**src/rtl/pong_pkg.sv**
```systemverilog
// Shared definitions for the Pong ball engine: state codes, direction
// encoding and default grid/game constants.
package pong_pkg;

  localparam int unsigned W_X_DEF        = 8;
  localparam int unsigned H_Y_DEF        = 8;
  localparam int unsigned RAQ_LARG_DEF   = 2;
  localparam int unsigned PONTOS_W_DEF   = 3;
  localparam int unsigned PONTOS_VIT_DEF = 5;
  localparam int unsigned VIDAS_DEF      = 3;

  localparam int unsigned EST_W = 3;

  typedef enum logic [EST_W-1:0] {
    ESPERA = 3'd0,
    JOGO   = 3'd1,
    FALTA  = 3'd2,
    PERDEU = 3'd3,
    GANHOU = 3'd4
  } estado_t;

  // Direction bit: 0 = moving toward higher index, 1 = toward lower index.
  localparam logic DIR_POS = 1'b0;
  localparam logic DIR_NEG = 1'b1;

endpackage

```
**src/rtl/detector_raquete.sv**
```systemverilog
// Combinational paddle hit detector for one paddle.
// Ports:
//   posx       - current ball column
//   vx         - horizontal direction after the wall rule
//   raquete    - leftmost paddle column
//   hit_direto - ball column lies inside the paddle span
//   hit_canto  - ball is outside the span but its next column is inside
module detector_raquete
  import pong_pkg::*;
#(
  parameter  int unsigned W_X      = W_X_DEF,
  parameter  int unsigned RAQ_LARG = RAQ_LARG_DEF,
  localparam int unsigned XW       = $clog2(W_X)
) (
  input  logic [XW-1:0] posx,
  input  logic          vx,
  input  logic [XW-1:0] raquete,
  output logic          hit_direto,
  output logic          hit_canto
);

  localparam logic [XW:0] LARG_M1 = (XW+1)'(RAQ_LARG - 1);
  localparam logic [XW:0] X_MAX_E = (XW+1)'(W_X - 1);

  logic [XW:0] lim_lo;
  logic [XW:0] soma;
  logic [XW:0] lim_hi;
  logic [XW:0] x_ext;
  logic [XW:0] x_prox;
  logic        prox_ok;

  // Span computed one bit wider so the right end saturates instead of wrapping.
  always_comb begin
    lim_lo  = {1'b0, raquete};
    soma    = lim_lo + LARG_M1;
    lim_hi  = (soma > X_MAX_E) ? X_MAX_E : soma;
    x_ext   = {1'b0, posx};
    prox_ok = 1'b1;
    if (vx == DIR_POS) begin
      x_prox = x_ext + 1'b1;
      if (x_ext == X_MAX_E) prox_ok = 1'b0;
    end else begin
      x_prox = x_ext - 1'b1;
      if (x_ext == '0) prox_ok = 1'b0;
    end
    hit_direto = (x_ext >= lim_lo) && (x_ext <= lim_hi);
    hit_canto  = !hit_direto && prox_ok && (x_prox >= lim_lo) && (x_prox <= lim_hi);
  end

endmodule

```
**src/rtl/controle_bola.sv**
```systemverilog
// Pong ball engine: ball position/direction, wall and paddle collisions,
// score, lives and the serve/miss/game-over state machine. Advances once
// per tick strobe.
// Ports:
//   clk, reset            - clock, synchronous active-high reset
//   tick                  - one-cycle advance strobe
//   saque                 - serve request (used on tick in ESPERA)
//   raquete_cima/_baixo   - leftmost column of top / bottom paddle
//   posx, posy            - ball position
//   pontos, vidas         - score and remaining lives
//   estado                - state code
//   colisao               - one-cycle paddle-hit pulse
//   perdeu, ganhou        - decoded terminal states
// Build option: SAQUE_AUTO_EN enables automatic serve on the 4th tick in ESPERA.
module controle_bola
  import pong_pkg::*;
#(
  parameter  int unsigned W_X        = W_X_DEF,
  parameter  int unsigned H_Y        = H_Y_DEF,
  parameter  int unsigned RAQ_LARG   = RAQ_LARG_DEF,
  parameter  int unsigned PONTOS_W   = PONTOS_W_DEF,
  parameter  int unsigned PONTOS_VIT = PONTOS_VIT_DEF,
  parameter  int unsigned VIDAS      = VIDAS_DEF,
  localparam int unsigned XW         = $clog2(W_X),
  localparam int unsigned YW         = $clog2(H_Y)
) (
  input  logic                clk,
  input  logic                reset,
  input  logic                tick,
  input  logic                saque,
  input  logic [XW-1:0]       raquete_cima,
  input  logic [XW-1:0]       raquete_baixo,
  output logic [XW-1:0]       posx,
  output logic [YW-1:0]       posy,
  output logic [PONTOS_W-1:0] pontos,
  output logic [2:0]          vidas,
  output logic [EST_W-1:0]    estado,
  output logic                colisao,
  output logic                perdeu,
  output logic                ganhou
);

  localparam logic [XW-1:0]       X_MAX  = XW'(W_X - 1);
  localparam logic [XW-1:0]       X_CENT = XW'(W_X / 2);
  localparam logic [YW-1:0]       Y_MAX  = YW'(H_Y - 1);
  localparam logic [YW-1:0]       Y_CENT = YW'(H_Y / 2);
  localparam logic [YW-1:0]       Y_TOPO = YW'(H_Y - 2);
  localparam logic [YW-1:0]       Y_BASE = YW'(1);
  localparam logic [PONTOS_W-1:0] P_MAX  = '1;
  localparam logic [PONTOS_W-1:0] P_VIT  = PONTOS_W'(PONTOS_VIT);
  localparam logic [2:0]          V_INI  = 3'(VIDAS);

  estado_t               estado_q, estado_n;
  logic                  vx_q, vx_n, vy_q, vy_n;
  logic                  paridade_q, paridade_n;
  logic [XW-1:0]         posx_n;
  logic [YW-1:0]         posy_n;
  logic [PONTOS_W-1:0]   pontos_n, pontos_inc;
  logic [2:0]            vidas_n;
  logic                  colisao_n;

  logic                  parede, vx_w;
  logic                  cima_direto, cima_canto, baixo_direto, baixo_canto;
  logic                  toque_topo, toque_base, hit_dir, hit_can, hit;
  logic                  vx_j, vy_j;
  logic [YW-1:0]         posy_j;
  logic                  serve_c;

  // Wall rule runs first; the paddle detectors see the post-wall direction.
  assign parede = ((posx == X_MAX) && (vx_q == DIR_POS)) ||
                  ((posx == '0)    && (vx_q == DIR_NEG));
  assign vx_w   = parede ? ~vx_q : vx_q;

  detector_raquete #(.W_X(W_X), .RAQ_LARG(RAQ_LARG)) u_det_cima (
    .posx       (posx),
    .vx         (vx_w),
    .raquete    (raquete_cima),
    .hit_direto (cima_direto),
    .hit_canto  (cima_canto)
  );

  detector_raquete #(.W_X(W_X), .RAQ_LARG(RAQ_LARG)) u_det_baixo (
    .posx       (posx),
    .vx         (vx_w),
    .raquete    (raquete_baixo),
    .hit_direto (baixo_direto),
    .hit_canto  (baixo_canto)
  );

  assign toque_topo = (posy == Y_TOPO) && (vy_q == DIR_POS);
  assign toque_base = (posy == Y_BASE) && (vy_q == DIR_NEG);
  assign hit_dir    = (toque_topo && cima_direto) || (toque_base && baixo_direto);
  assign hit_can    = (toque_topo && cima_canto)  || (toque_base && baixo_canto);
  assign hit        = hit_dir || hit_can;

`ifdef SAQUE_AUTO_EN
  logic [1:0] cnt_q, cnt_n;

  assign serve_c = saque || (cnt_q == 2'd3);

  // Counts ticks spent in ESPERA; cleared everywhere else.
  always_comb begin
    cnt_n = '0;
    if (estado_q == ESPERA) begin
      cnt_n = cnt_q;
      if (tick) cnt_n = serve_c ? 2'd0 : cnt_q + 2'd1;
    end
  end

  always_ff @(posedge clk) begin
    if (reset) cnt_q <= '0;
    else       cnt_q <= cnt_n;
  end
`else
  assign serve_c = saque;
`endif

  // Next-state and datapath update.
  always_comb begin
    estado_n   = estado_q;
    posx_n     = posx;
    posy_n     = posy;
    vx_n       = vx_q;
    vy_n       = vy_q;
    pontos_n   = pontos;
    vidas_n    = vidas;
    paridade_n = paridade_q;
    colisao_n  = 1'b0;
    vx_j       = vx_w;
    vy_j       = vy_q;
    posy_j     = posy;
    pontos_inc = (pontos == P_MAX) ? pontos : pontos + 1'b1;

    if (tick) begin
      case (estado_q)
        ESPERA: begin
          posx_n = X_CENT;
          posy_n = Y_CENT;
          if (serve_c) begin
            estado_n   = JOGO;
            vx_n       = DIR_POS;
            vy_n       = paridade_q ? DIR_NEG : DIR_POS;
            paridade_n = ~paridade_q;
          end
        end

        JOGO: begin
          if (hit) vy_j = ~vy_q;
          // Corner hit bounces sideways only when that keeps the ball on the grid.
          if (hit_can && !(((vx_w == DIR_POS) && (posx == '0)) ||
                           ((vx_w == DIR_NEG) && (posx == X_MAX))))
            vx_j = ~vx_w;
          posx_n = (vx_j == DIR_POS) ? posx + 1'b1 : posx - 1'b1;
          posy_j = (vy_j == DIR_POS) ? posy + 1'b1 : posy - 1'b1;
          posy_n = posy_j;
          vx_n   = vx_j;
          vy_n   = vy_j;
          if (hit) begin
            pontos_n  = pontos_inc;
            colisao_n = 1'b1;
          end
          if (hit && (pontos_inc == P_VIT)) begin
            estado_n = GANHOU;
          end else if ((posy_j == '0) || (posy_j == Y_MAX)) begin
            estado_n = FALTA;
            vidas_n  = (vidas == '0) ? vidas : vidas - 1'b1;
          end
        end

        FALTA: begin
          if (vidas == '0) begin
            estado_n = PERDEU;
          end else begin
            estado_n = ESPERA;
            posx_n   = X_CENT;
            posy_n   = Y_CENT;
            vx_n     = DIR_POS;
          end
        end

        default: begin
          // PERDEU and GANHOU hold everything until reset.
        end
      endcase
    end
  end

  // State and datapath registers.
  always_ff @(posedge clk) begin
    if (reset) begin
      estado_q   <= ESPERA;
      posx       <= X_CENT;
      posy       <= Y_CENT;
      vx_q       <= DIR_POS;
      vy_q       <= DIR_POS;
      pontos     <= '0;
      vidas      <= V_INI;
      paridade_q <= 1'b0;
      colisao    <= 1'b0;
    end else begin
      estado_q   <= estado_n;
      posx       <= posx_n;
      posy       <= posy_n;
      vx_q       <= vx_n;
      vy_q       <= vy_n;
      pontos     <= pontos_n;
      vidas      <= vidas_n;
      paridade_q <= paridade_n;
      colisao    <= colisao_n;
    end
  end

  assign estado = estado_q;
  assign perdeu = (estado_q == PERDEU);
  assign ganhou = (estado_q == GANHOU);

endmodule

```
**config.mk**
```make
export PLATFORM = sky130hd
export DESIGN_NAME = controle_bola
export DESIGN_NICKNAME = d
export VERILOG_FILES = /design/src/rtl/pong_pkg.sv /design/src/rtl/detector_raquete.sv /design/src/rtl/controle_bola.sv
export SDC_FILE = /design/constraint.sdc
export NUM_CORES = 1
export LEC_CHECK = 0
export ABC_CLOCK_PERIOD_IN_PS = 12160
export CAP_MARGIN = 30
export CORE_ASPECT_RATIO = 1.5
export CORE_MARGIN = 2
export CORE_UTILIZATION = 30
export CTS_CLUSTER_DIAMETER = 200
export CTS_CLUSTER_SIZE = 40
export DETAILED_ROUTE_END_ITERATION = 12
export REMOVE_ABC_BUFFERS = 1
export SLEW_MARGIN = 30
export SYNTH_ARGS = -nofsm -noshare
export SYNTH_HDL_FRONTEND = slang
export SYNTH_HIERARCHICAL = 1
export SYNTH_SLANG_ARGS = --single-unit
```
**constraint.sdc**
```tcl
create_clock -name clk -period 12.16 [get_ports clk]
set_input_delay 1.216 -clock clk [delete_from_list [all_inputs] [get_ports clk]]
set_output_delay 1.216 -clock clk [all_outputs]
set_load 0.01 [all_outputs]
```
After elaboration in Yosys (flattened, before gate mapping)
Cells that the tools add are included.
{"block": "totals", "ff_bits": 19, "latch_bits": 0, "mem_bits_rw": 0, "romBits": 0, "inputBits": 10, "wordCells": 124, "memories": 0}
{"block": "op_classes", "add_sub_neg": 10, "n_mul": 0, "div": 0, "order_cmp": 10, "n_eq_ne": 13, "shift": 0, "n_mux": 31, "bitwise": 8, "reduce_logical": 43}
{"op": "$pmux 3 s3", "count": 3}
{"op": "$mux 3", "count": 7}
{"op": "$logic_and 1x1->1", "count": 20}
{"op": "$eq 3x3->1 const B", "count": 6}
{"op": "$mux 1", "count": 15}
{"op": "$add 3x1->4 const B", "count": 3}
{"op": "$logic_not 3->1", "count": 4}
{"op": "$mux 4", "count": 3}
{"op": "$reduce_and 3->1", "count": 4}
{"op": "$add 3x1->3 const B", "count": 3}
{"op": "$sub 3x1->3 const B", "count": 3}
{"op": "$ge 4x3->1", "count": 2}
{"op": "$gt 4x3->1 const B", "count": 2}
{"op": "$le 3x4->1", "count": 2}
{"op": "$le 4x4->1", "count": 2}
{"op": "$not 1->1", "count": 8}
{"op": "$reduce_and 4->1", "count": 2}
{"op": "$eq 3x1->1 const B", "count": 2}
{"op": "$eq 3x2->1 const B", "count": 2}
{"op": "$ge 3x3->1", "count": 2}
{"op": "$logic_or 1x1->1", "count": 6}
{"op": "$reduce_and 5->1", "count": 1}
{"op": "$ne 2x2->1 const B", "count": 2}
{"op": "$sub 3x1->4 const B", "count": 1}
{"op": "8 further kinds", "count": 10}

Longest topological paths before layout
Gate-level depths: netlist of the first run.
{"block": "depth", "ltp_word": 21, "ltp_mapped": 22}

Cells and area by module
The synthesis of the first run kept the hierarchy.
{"mod": "controle_bola", "instances": 1, "cells_each": 160, "area_each_um2": 1300.0, "seq_area_each_um2": 380.4}
{"mod": "detector_raquete at u_det_baixo", "instances": 1, "cells_each": 52, "area_each_um2": 432.9, "seq_area_each_um2": 0.0}
{"mod": "detector_raquete at u_det_cima", "instances": 1, "cells_each": 53, "area_each_um2": 430.4, "seq_area_each_um2": 0.0}

Worst setup path after synthesis of the first run
OpenSTA, ideal clock, no wires.
{"block": "synth_timing", "kind": "register to register", "start": "register posx[0]", "end": "register posx[2]", "setup_time_ps": 141, "arrival_time_ps": 4918, "t_required_ps": 12019, "path_slack_ps": 7101, "path_stages_with_launch": 23, "path_buffers": 0, "synth_period_minus_slack_ps": 5059, "cell_sequence": "dfxtp_1 > inv_1 > nand2_1 > a21oi_1 > nor2_1 > ha_1 > a21o_1 > a21oi_1 > xor2_1 > inv_1 > ha_1 > nand4b_1 > o21ai_0 > a21oi_1 > a2111oi_2 > nand3_1 > o21a_1 > xnor2_1 > a32oi_1 > fa_1 > or3_1 > a211oi_1 > a211oi_1"}
{"block": "synth_via", "elab_chain_cells": 16}
{"element": "from (decl)", "line_no": "controle_bola.sv:33", "rtl": "output logic [XW-1:0] posx,"}
{"element": "from (signal assigned)", "line_no": "controle_bola.sv:202", "rtl": "posx <= posx_n;"}
{"element": "$eq 3x3->1 / $logic_not 3->1 (equally long branches)", "line_no": "controle_bola.sv:70, controle_bola.sv:71"}
{"element": "$logic_and 1x1->1, on equally long branches", "line_no": "controle_bola.sv:70, controle_bola.sv:71"}
{"element": "$logic_or 1x1->1 *", "line_no": "controle_bola.sv:70", "rtl": "assign parede = ((posx == X_MAX) && (vx_q == DIR_POS)) ||"}
{"element": "$mux 1 *", "line_no": "controle_bola.sv:72", "rtl": "assign vx_w = parede ? ~vx_q : vx_q;"}
{"element": "named net vx_w", "line_no": "controle_bola.sv:62", "rtl": "logic parede, vx_w;"}
{"element": "$mux 4 / $mux 1 (equally long branches)", "line_no": "detector_raquete.sv:39", "rtl": "if (vx == DIR_POS) begin"}
{"element": "$ge 4x3->1 / $logic_and 1x1->1 (equally long branches)", "line_no": "detector_raquete.sv:47", "rtl": "hit_canto = !hit_direto && prox_ok && (x_prox >= lim_lo) && (x_prox <= lim_hi);"}
{"element": "$logic_and 1x1->1", "line_no": "detector_raquete.sv:47"}
{"element": "(+1 left out)"}
{"element": "named net cima_canto", "line_no": "controle_bola.sv:63", "rtl": "logic cima_direto, cima_canto, baixo_direto, baixo_canto;"}
{"element": "$logic_and 1x1->1 *", "line_no": "controle_bola.sv:93", "rtl": "assign hit_can = (toque_topo && cima_canto) || (toque_base && baixo_canto);"}
{"element": "$logic_or 1x1->1 *", "line_no": "controle_bola.sv:93"}
{"element": "$logic_and 1x1->1 *", "line_no": "controle_bola.sv:150", "rtl": "if (hit_can && !(((vx_w == DIR_POS) && (posx == '0)) ||"}
{"element": "$mux 1 *", "line_no": "controle_bola.sv:150"}
{"element": "$mux 1 *", "line_no": "controle_bola.sv:135", "rtl": "case (estado_q)"}
{"element": "$mux 1 *", "line_no": "controle_bola.sv:134", "rtl": "if (tick) begin"}
{"element": "$mux 3 *", "line_no": "controle_bola.sv:153", "rtl": "posx_n = (vx_j == DIR_POS) ? posx + 1'b1 : posx - 1'b1;"}
{"element": "$pmux 3 s3 *", "line_no": "controle_bola.sv:135"}
The timed path passes the listed nets; every way through them passes the cells marked *. The select of a mux whose other input is x is not followed.
A chain may end at the register's enable or synchronous reset.

Worst setup path in the final report of the first run
Same ends and word-level chain as after synthesis.

==> results of run 1 <==
## worst paths after layout
check,start,endpoint,slack [ns],depth (start not counted)
setup / recovery,posx[0]$_SDFFE_PP0P_,posx[2]$_SDFFE_PP1P_,6.42,22
hold / removal,pontos[2]$_SDFFE_PP0P_,pontos[2]$_SDFFE_PP0P_,0.53,2
setup reg to reg,posx[0]$_SDFFE_PP0P_,posx[2]$_SDFFE_PP1P_,6.42,22
hold reg to reg,pontos[2]$_SDFFE_PP0P_,pontos[2]$_SDFFE_PP0P_,0.53,2
## power groups by stage
stage          Clock [mW]  Sequential [mW]  Combinational, mW
2_1_floorplan           0           0.0690             0.0309
3_3_place_gp            0           0.0696             0.0453
3_5_place_dp            0           0.0696             0.0460
4_1_cts            0.0475           0.0682             0.0463
5_1_grt            0.0493           0.0686             0.0523
6_report           0.0460           0.0682             0.0457
## state kept, by name, summed over array words and instances, names as in the netlist, named ones only
| register | flops |
|---|---|
| colisao | 1 |
| posy | 3 |
| paridade_q | 1 |
| posx | 3 |
| vy_q | 1 |
| pontos | 2 |
| estado | 3 |
| vidas | 3 |
| vx_q | 1 |
## final cells by class
type,count,area [sq um],area share (%)
repair buffers,27,265,10.5
clock buffers,3,41.3,1.63
flip-flops and latches,19,380,15.0
clock inverters,1,5.00,0.197
inverters,21,78.8,3.11
multi-input cells,218,1670,65.8
well taps,78,97.6,3.85
## logic make-up (layout without fill, tap and decap cells)
kind of cell | after synthesis | count (layout)
multiplexers | 6 | 6
other | 2 | 2
buffers and inverters | 28 | 52
flip-flops | 19 | 19
XOR/XNOR | 10 | 10
adder cells (fa/ha/maj) | 43 | 43
AND/OR/NAND/NOR | 86 | 86
AO/OA/AOI/OAI | 71 | 71
## worst max-delay path: stages (launching register included)
cell	delay (ns)
dfxtp_1	0.77
inv_1	0.21
nand2_1	0.14
a21oi_1	0.07
nor2_1	0.67
ha_1	0.37
a21o_1	0.17
a21oi_1	0.16
xor2_1	0.28
inv_1	0.07
ha_1	0.29
nand4b_1	0.10
o21ai_0	0.08
a21oi_1	0.08
a2111oi_2	0.36
nand3_1	0.14
o21a_1	0.26
xnor2_1	0.15
a32oi_1	0.14
fa_1	0.49
or3_1	0.32
a211oi_1	0.20
a211oi_1	0.07
## placed cells by master, fill, tap and decap left out, types with 4 or more instances in the layout
cell type | netlist | routed
a211oi_1 | 5 | 5
a21o_1 | 4 | 4
a21oi_1 | 17 | 17
a31oi_1 | 4 | 4
and2_1 | 4 | 4
clkdlybuf4s50_1 | 0 | 26
dfxtp_1 | 19 | 19
ha_1 | 40 | 40
inv_1 | 21 | 21
mux2i_1 | 5 | 5
nand2_1 | 12 | 12
nand3_1 | 8 | 8
nand4b_1 | 4 | 4
nor2_1 | 32 | 32
nor2b_1 | 7 | 7
nor3_1 | 5 | 5
o21ai_0 | 18 | 18
xor2_1 | 7 | 7
## through the flow
step           power, mW  instance area [sq um]  hold WS (ns)  setup WS [ns]
6_report           0.160                   2540         0.529           6.42
5_1_grt            0.170                   2540         0.567           5.88
4_1_cts            0.162                   2540         0.537           6.34
3_5_place_dp       0.116                   2500         0.513           6.36
3_3_place_gp       0.115                   2500         0.508           6.45
2_1_floorplan     0.0999                   2130         0.479           7.09
## layer usage
metal  GRT usage [%]  up-vias  wire [microns]  share of wire (%)
met4            2.34        0              29               0.62
li1                -      994               -                  -
met3            1.49        4             135                2.9
met1            15.6      873            2140                 46
met2            22.5       27            2360                 51
met5               0        -               0                  0
==> run_results.csv, run 1 <==
group,metric,value,unit
outcome,status,"complete, no violations",
logic_synthesis,synth_fa_ha_area_share,25.9,%
placement,place_hpwl,3.56,mm
timing,hold_viol,0,
die,die_h,108,microns
route,first_pass_iters,4,
die,coreArea,0.00694,sq mm
setup_path,arrival,5.87,ns
clocking,postCtsHoldBufs,0,
clocking,postCtsSetupRepairBufs,0,
clocking,root_buffer,"clkbuf_8",
logic_synthesis,synth_top_cell_by_area,"ha_1",
route,via_count,1898,
route,via_per_inst,5.17,
finish,nets,343,
logic_synthesis,ys_async_sr_fraction,0,%
power_and_ir_drop,p_leak,1.08,nW
clocking,insertion_delay,0.26,ns
clocking,cts.sinks,19,
logic_synthesis,synthMuxAreaShare,2.83,%
die,fp.dieW,73.3,microns
timing,maxSlewHeadroom,43.7,%
logic_synthesis,synth_seq_cells,19,
clocking,cts_tree,"yes",
power_and_ir_drop,irDropWorstVdd,0.0000577,V
logic_synthesis,synth_xor_area_share,4.05,%
placement,dp.cells,363,
finish,drive_above_1_share,5.54,%
setup_path,critical_path_class,"reg -> reg",
finish,area_growth,17.3,%
setup_path,cp-start-kind,"register",
global_routing,grt_pass1_vias,1844,
setup_path,required,12.28,ns
logic_synthesis,synthTopCellsByCount,"ha_1 (40), nor2_1 (32), inv_1 (21)",
finish,post-route-util,36.5,%
timing,period_share,47.2,%
power_and_ir_drop,p_int,0.108,mW
logic_synthesis,synthMostInstantiatedCell,"ha_1",
power_and_ir_drop,sw_frac_of_total,32.2,%
global_routing,overflow,0,
logic_synthesis,synth_cell_types,53,
logic_synthesis,synth_cells,265,
route,drc_errors,0,
clocking,htreeDepth,1,
timing,setup_tns,0,ns
logic_synthesis,ys_warn_count,6,
finish,fillers,753,
timing,finalSetupViolations,0,
finish,instances_no_fill,367,
power_and_ir_drop,power_frac_comb,28.6,%
logic_synthesis,yosys_most_used_dff,"dfxtp_1",
power_and_ir_drop,p_seq_share,42.6,%
timing,grt_setup_unrepaired,"no",
logic_synthesis,ys_seq_area_share,17.6,%
setup_path,cp_max_fo,17,
logic_synthesis,syn_avg_cell_area,8.16,sq um
timing,tightest_slew,0.842,ns
route,wl,4.67,mm
min_path,holdCritPathClass,"reg -> reg",
route,drt-wirelength-per-cell,12.7,microns
job,maxCapViolCount,0,
logic_synthesis,syn_area,0.00216,sq mm
power_and_ir_drop,p_switching,0.0514,mW
finish,n_antenna_cell,0,
placement,portBuffers,27,
die,rows,37,
placement,routabilityCongestion,0.791,
logic_synthesis,synth_compound_gate_area_share,22.2,%
timing,finalCriticalPeriod,5.74,ns
timing,fmax,174,MHz
logic_synthesis,yosys.area_share.simple,21.8,%
clocking,cts_buffers,3,
logic_synthesis,synth_top_family_by_area,"adder cells",
clocking,cts_resized,0,
clocking,clkTransAtPathRegs,0.08,ns
route,drt_iter0_markers,64,
logic_synthesis,synth-edff-count,0,
power_and_ir_drop,clkPwrFrac,28.8,%
logic_synthesis,synth_area_leaders,"ha_1 (23%), dfxtp_1 (18%), nor2_1 (5.6%)",
clocking,clk_path_buf_depth,2,
die,die_area,0.00792,sq mm
die,initial_utilization,31.2,%
timing,drv_slew,0,
power_and_ir_drop,power-per-cell-area,63.0,mW/mm^2
die,io-pin-count,28,
timing,fin_skew,0.00427,ns
route,ant_nets,0,
global_routing,grt_pass1_wl,8.12,mm
global_routing,track_usage,12.4,%
global_routing,grt_max_degree,27,
logic_synthesis,synth_top_cell_area_share,23.1,%
setup_path,cp-end-kind,"register",
global_routing,grt_antenna_before_repair,0,
No activity file was read; power rests on OpenSTA's default activity.
==> run 2, diff against run 1 <==
Settings changed: ABC_CLOCK_PERIOD_IN_PS 12160 to 4700.
Clock period 12.16 ns to 4.7 ns, I/O delays scaled along.
==> run 2 against run 1 <==
- total power rose to 2.6 times the previous value
- via count rose by 3.3%
- global-route usage rose by 0.26 points
- non-clock buffer count rose by 8
- largest power group unchanged
- sequential power rose to 2.6 times the previous value
- final area rose by 5.8%
- sequential share of layout area fell by 0.64 points
- clock-buffer cell count did not move
- worst setup slack got worse by 6.2 ns
==> run_results.csv, run 2 (same netlist as run 1, synthesis figures left out) <==
group,metric,value,unit
clocking,cts.sinks,19,
die,die_area,0.00792,sq mm
power_and_ir_drop,power-per-cell-area,155,mW/mm^2
global_routing,grt_antenna_before_repair,0,
setup_path,critical_path_class,"reg -> reg",
clocking,clkTransAtPathRegs,0.08,ns
timing,maxSlewHeadroom,60.5,%
die,rows,37,
job,maxCapViolCount,0,
setup_path,cp_max_fo,5,
timing,drv_slew,0,
clocking,cts_tree,"yes",
route,wl,4.90,mm
route,via_per_inst,5.23,
global_routing,grt_pass1_wl,8.32,mm
finish,area_growth,24.1,%
global_routing,grt_max_degree,27,
global_routing,grt_pass1_vias,1941,
timing,setup_tns,0,ns
route,drt_iter0_markers,37,
finish,final_common_cell,"ha_1",
power_and_ir_drop,irDropWorstVdd,0.000124,V
finish,post-route-util,38.7,%
setup_path,arrival,4.62,ns
clocking,clk_path_buf_depth,2,
power_and_ir_drop,power_frac_comb,29.9,%
timing,fin_skew,0.00242,ns
power_and_ir_drop,p_seq_share,42.0,%
timing,fmax,224,MHz
finish,nets,351,
die,fp.dieW,73.3,microns
global_routing,overflow,0,
power_and_ir_drop,p_leak,1.14,nW
placement,routabilityCongestion,0.765,
route,drt-wirelength-per-cell,13.1,microns
outcome,status,"complete, no violations",
min_path,hold_depth,2,
route,via_count,1960,
clocking,insertion_delay,0.26,ns
die,coreArea,0.00694,sq mm
min_path,holdCritPathClass,"reg -> reg",
timing,tightest_slew,0.588,ns
die,initial_utilization,31.2,%
clocking,htreeDepth,1,
clocking,postCtsHoldBufs,0,
finish,instances_no_fill,375,
clocking,root_buffer,"clkbuf_8",
die,io-pin-count,28,
finish,n_antenna_cell,0,
timing,hold_viol,0,
setup_path,cp-end-kind,"register",
placement,place_hpwl,3.69,mm
power_and_ir_drop,sw_frac_of_total,32.0,%
clocking,cts_buffers,3,
power_and_ir_drop,clkPwrFrac,28.1,%
timing,whs,0.530,ns
setup_path,r2r_cells,21,
timing,period_share,95.1,%
setup_path,cp-start-kind,"register",
timing,finalSetupViolations,0,
finish,drive_above_1_share,13.1,%
timing,finalCriticalPeriod,4.47,ns
route,first_pass_iters,5,
die,die_h,108,microns
global_routing,track_usage,12.7,%
setup_path,required,4.85,ns
route,drc_errors,0,
placement,portBuffers,27,
power_and_ir_drop,p_int,0.282,mW
route,ant_nets,0,
placement,dp.cells,369,
power_and_ir_drop,p_switching,0.133,mW
finish,mostFrequentLayoutCells,"ha_1 (39), nor2_1 (31), clkdlybuf4s50_1 (27)",
[run 2: per-layer routing]
metal,vias to the layer above,GRT usage [%],part of all wire [%]
met5,-,0,0
met4,0,3.38,1.5
met3,6,1.30,3.1
met2,31,23.0,50
met1,907,15.6,45
li1,1016,-,-
[run 2: timing repair]
| action | CTS | global route |
|---|---|---|
| resized for setup | 0 | 22 |
| endpoints found under the setup margin | 0 | 5 |
| setup buffers | 0 | 2 |
[run 2: path summary, 6_finish.rpt]
path,startpoint,to,slack [ns]
hold reg to reg,paridade_q$_SDFFE_PP0P_,paridade_q$_SDFFE_PP0P_,0.53
setup reg to reg,posx[1]$_SDFFE_PP0P_,vidas[2]$_SDFFE_PP0P_,0.23
setup / recovery,posx[1]$_SDFFE_PP0P_,vidas[2]$_SDFFE_PP0P_,0.23
hold / removal,paridade_q$_SDFFE_PP0P_,paridade_q$_SDFFE_PP0P_,0.53
[run 2: worst max-delay path, cell delays in order (launching register included)]
cell and delay (ns):
dfxtp_2 0.36, inv_2 0.08, nand2_2 0.08, a21oi_4 0.15
nor2_4 0.07, ha_1 0.29, a21o_1 0.20, a21oi_2 0.16
xor2_1 0.24, inv_1 0.11, ha_4 0.28, nand4b_1 0.09
o21ai_1 0.09, a21oi_1 0.07, a2111oi_2 0.30, nand3_1 0.13
o21a_2 0.28, buf_4 0.14, and3_4 0.15, or4_4 0.50
a211oi_2 0.24, mux2_1 0.34
[run 2: area by class of cell]
class | instances | area, sq um
fillers | 730 | 4260
multi-input cells | 218 | 1740
flip-flops and latches | 19 | 385
repair buffers | 35 | 334
well taps | 78 | 97.6
inverters | 21 | 81.3
clock buffers | 3 | 41.3
clock inverters | 1 | 5.00
[run 2: per-stage QoR]
step	area (sq um)	power (mW)	worst slack (ns)
6_report	2690	0.415	0.232
3_3_place_gp	2540	0.299	0.181
4_1_cts	2590	0.419	0.0547
5_1_grt	2690	0.444	-0.0511
3_5_place_dp	2540	0.300	0.0657
2_1_floorplan	2130	0.258	-0.367
[run 2: power by group through the flow]
stage               combinational (mW)  clock (mW)  sequential (mW)
floorplan                       0.0799           0            0.179
global placement                 0.121           0            0.178
detailed placement               0.122           0            0.178
CTS                              0.123       0.122            0.174
global route                     0.141       0.127            0.176
finish                           0.124       0.117            0.174
==> run 3, diff against run 2 <==
==> constraint.sdc (replaced) <==
create_clock -name clk -period 4.7 [get_ports clk]
set_input_delay 0.94 -clock clk [delete_from_list [all_inputs] [get_ports clk]]
set_output_delay 0.94 -clock clk [all_outputs]
set_load 0.01 [all_outputs]
==> run 3 against run 2 <==
- first-iteration DRC count is 54% higher
- cell count is 0.53% higher
- sequential power hardly changed
- clock skew is 0.0024 ns higher
- sequential share of layout area is 0.095 points higher
- hold slack worse by 0.0060 ns
- critical endpoint is now posx[2]$_SDFFE_PP1P_
- largest cell class unchanged
- largest power group unchanged
==> run_results.csv, run 3 (same netlist as run 1, synthesis figures left out) <==
group,metric,value,unit
power_and_ir_drop,p_leak,1.14,nW
route,via_per_inst,5.11,
timing,period_share,93.8,%
setup_path,cp-end-kind,"register",
die,coreArea,0.00694,sq mm
min_path,holdCritPathClass,"reg -> reg",
finish,n_antenna_cell,0,
timing,whs,0.524,ns
setup_path,r2r-end,"posx[2]$_SDFFE_PP1P_",
timing,finalCriticalPeriod,4.41,ns
route,drt-wirelength-per-cell,12.7,microns
finish,mostFrequentLayoutCells,"ha_1 (40), nor2_1 (31), clkdlybuf4s50_1 (27)",
global_routing,grt_pass1_vias,1862,
placement,portBuffers,27,
timing,drv_slew,0,
setup_path,cp-start-kind,"primary input",
setup_path,startpoint,"raquete_cima[1]",
setup_path,rrSetupSlack,0.37,ns
finish,area_growth,22.5,%
finish,instances_no_fill,377,
clocking,clk_path_buf_depth,2,
route,drc_errors,0,
finish,post-route-util,38.2,%
setup_path,cp_max_fo,6,
placement,dp.cells,372,
job,maxCapViolCount,0,
timing,setup_tns,0,ns
finish,design_area,0.00265,sq mm
finish,final-seq-area,383,sq um
finish,nets,353,
clocking,insertion_delay,0.26,ns
route,drt_iter0_markers,57,
clocking,clkTransAtPathRegs,0.08,ns
die,fp.dieW,73.3,microns
clocking,cts.sinks,19,
timing,fin_skew,0.00481,ns
die,die_h,108,microns
route,first_pass_iters,5,
route,wl,4.81,mm
finish,multi_input_area,0.00170,sq mm
global_routing,overflow,0,
clocking,cts_buffers,3,
route,ant_nets,0,
timing,tightest_slew,0.893,ns
die,rows,37,
clocking,root_buffer,"clkbuf_8",
clocking,cts_tree,"yes",
power_and_ir_drop,power-per-cell-area,157,mW/mm^2
die,initial_utilization,31.2,%
finish,final_common_cell,"ha_1",
setup_path,crit_end,"posx[2]$_SDFFE_PP1P_",
setup_path,arrival,4.53,ns
global_routing,grt_antenna_before_repair,0,
finish,drive_above_1_share,11.7,%
die,io-pin-count,28,
timing,fmax,227,MHz
global_routing,grt_pass1_wl,8.11,mm
global_routing,grt_max_degree,27,
setup_path,r2r-start,"posx[0]$_SDFFE_PP0P_",
setup_path,required,4.82,ns
timing,finalSetupViolations,0,
die,die_area,0.00792,sq mm
placement,routabilityCongestion,0.819,
outcome,status,"complete, no violations",
setup_path,r2r_cells,22,
placement,place_hpwl,3.67,mm
timing,maxSlewHeadroom,40.3,%
setup_path,critical_path_class,"in -> reg",
global_routing,track_usage,12.5,%
placement,place_area,0.00256,sq mm
route,via_count,1925,
timing,hold_viol,0,
finish,fillers,709,
clocking,htreeDepth,1,
power_and_ir_drop,irDropWorstVdd,0.000147,V
[run 3: through the flow]
stage	setup WS, ns	power [mW]
2_1_floorplan	-0.367	0.258
3_3_place_gp	-0.00776	0.301
3_5_place_dp	-0.0596	0.302
4_1_cts	0.0644	0.420
5_1_grt	-0.00942	0.445
6_report	0.292	0.417
[run 3: layout make-up]
type | count | share of cell area, %
timing repair buffer | 37 | 13.2
tap | 78 | 3.68
sequential | 19 | 14.4
multi-input combinational | 218 | 64.0
inverter | 21 | 2.97
clock buffer | 4 | 1.70
[run 3: where the power goes]
group	switching [mW]	total, mW	internal, mW	leakage [nW]
Combinational	0.0644	0.124	0.0599	0.963
Clock	0.0581	0.119	0.0604	0.0228
Sequential	0.00867	0.174	0.166	0.155
Total	0.131	0.417	0.286	1.14
[run 3: worst min path at each step]
stage,depth (start not counted),startpoint,slack [ns],end
after floorplan,2,paridade_q$_SDFFE_PP0P_,0.48,paridade_q$_SDFFE_PP0P_
after global placement,2,paridade_q$_SDFFE_PP0P_,0.51,paridade_q$_SDFFE_PP0P_
after detailed placement,2,paridade_q$_SDFFE_PP0P_,0.51,paridade_q$_SDFFE_PP0P_
after CTS,2,paridade_q$_SDFFE_PP0P_,0.53,paridade_q$_SDFFE_PP0P_
after global routing,2,paridade_q$_SDFFE_PP0P_,0.56,paridade_q$_SDFFE_PP0P_
final,2,posx[1]$_SDFFE_PP0P_,0.52,posx[1]$_SDFFE_PP0P_
[run 3: what timing repair did]
item,CTS,global route
endpoints found under the setup margin,0,5
endpoints found under the hold margin,0,0
hold buffers,0,0
resized for setup,0,12
setup buffers,0,1
[run 3: worst max-delay path: stages]
cell and delay (ns):
clkdlybuf4s50_1 0.52, ha_1 0.24, a31oi_1 0.20, ha_1 0.28, nor2b_1 0.13, o21ai_0 0.14, a21oi_1 0.10, a2111oi_2 0.32
nand3_1 0.14, o21a_2 0.27, xnor2_2 0.16, a32oi_2 0.10, fa_2 0.40, or3_1 0.32, a211oi_1 0.21, a211oi_1 0.07
[run 3: per-layer routing]
| layer | vias to the layer above | track usage [%] | wire length [microns] |
|---|---|---|---|
| li1 | 1020 | - | - |
| met1 | 874 | 14.8 | 2180 |
| met2 | 25 | 23.1 | 2420 |
| met3 | 6 | 1.77 | 149 |
| met4 | 0 | 3.38 | 59 |
| met5 | - | 0 | 0 |
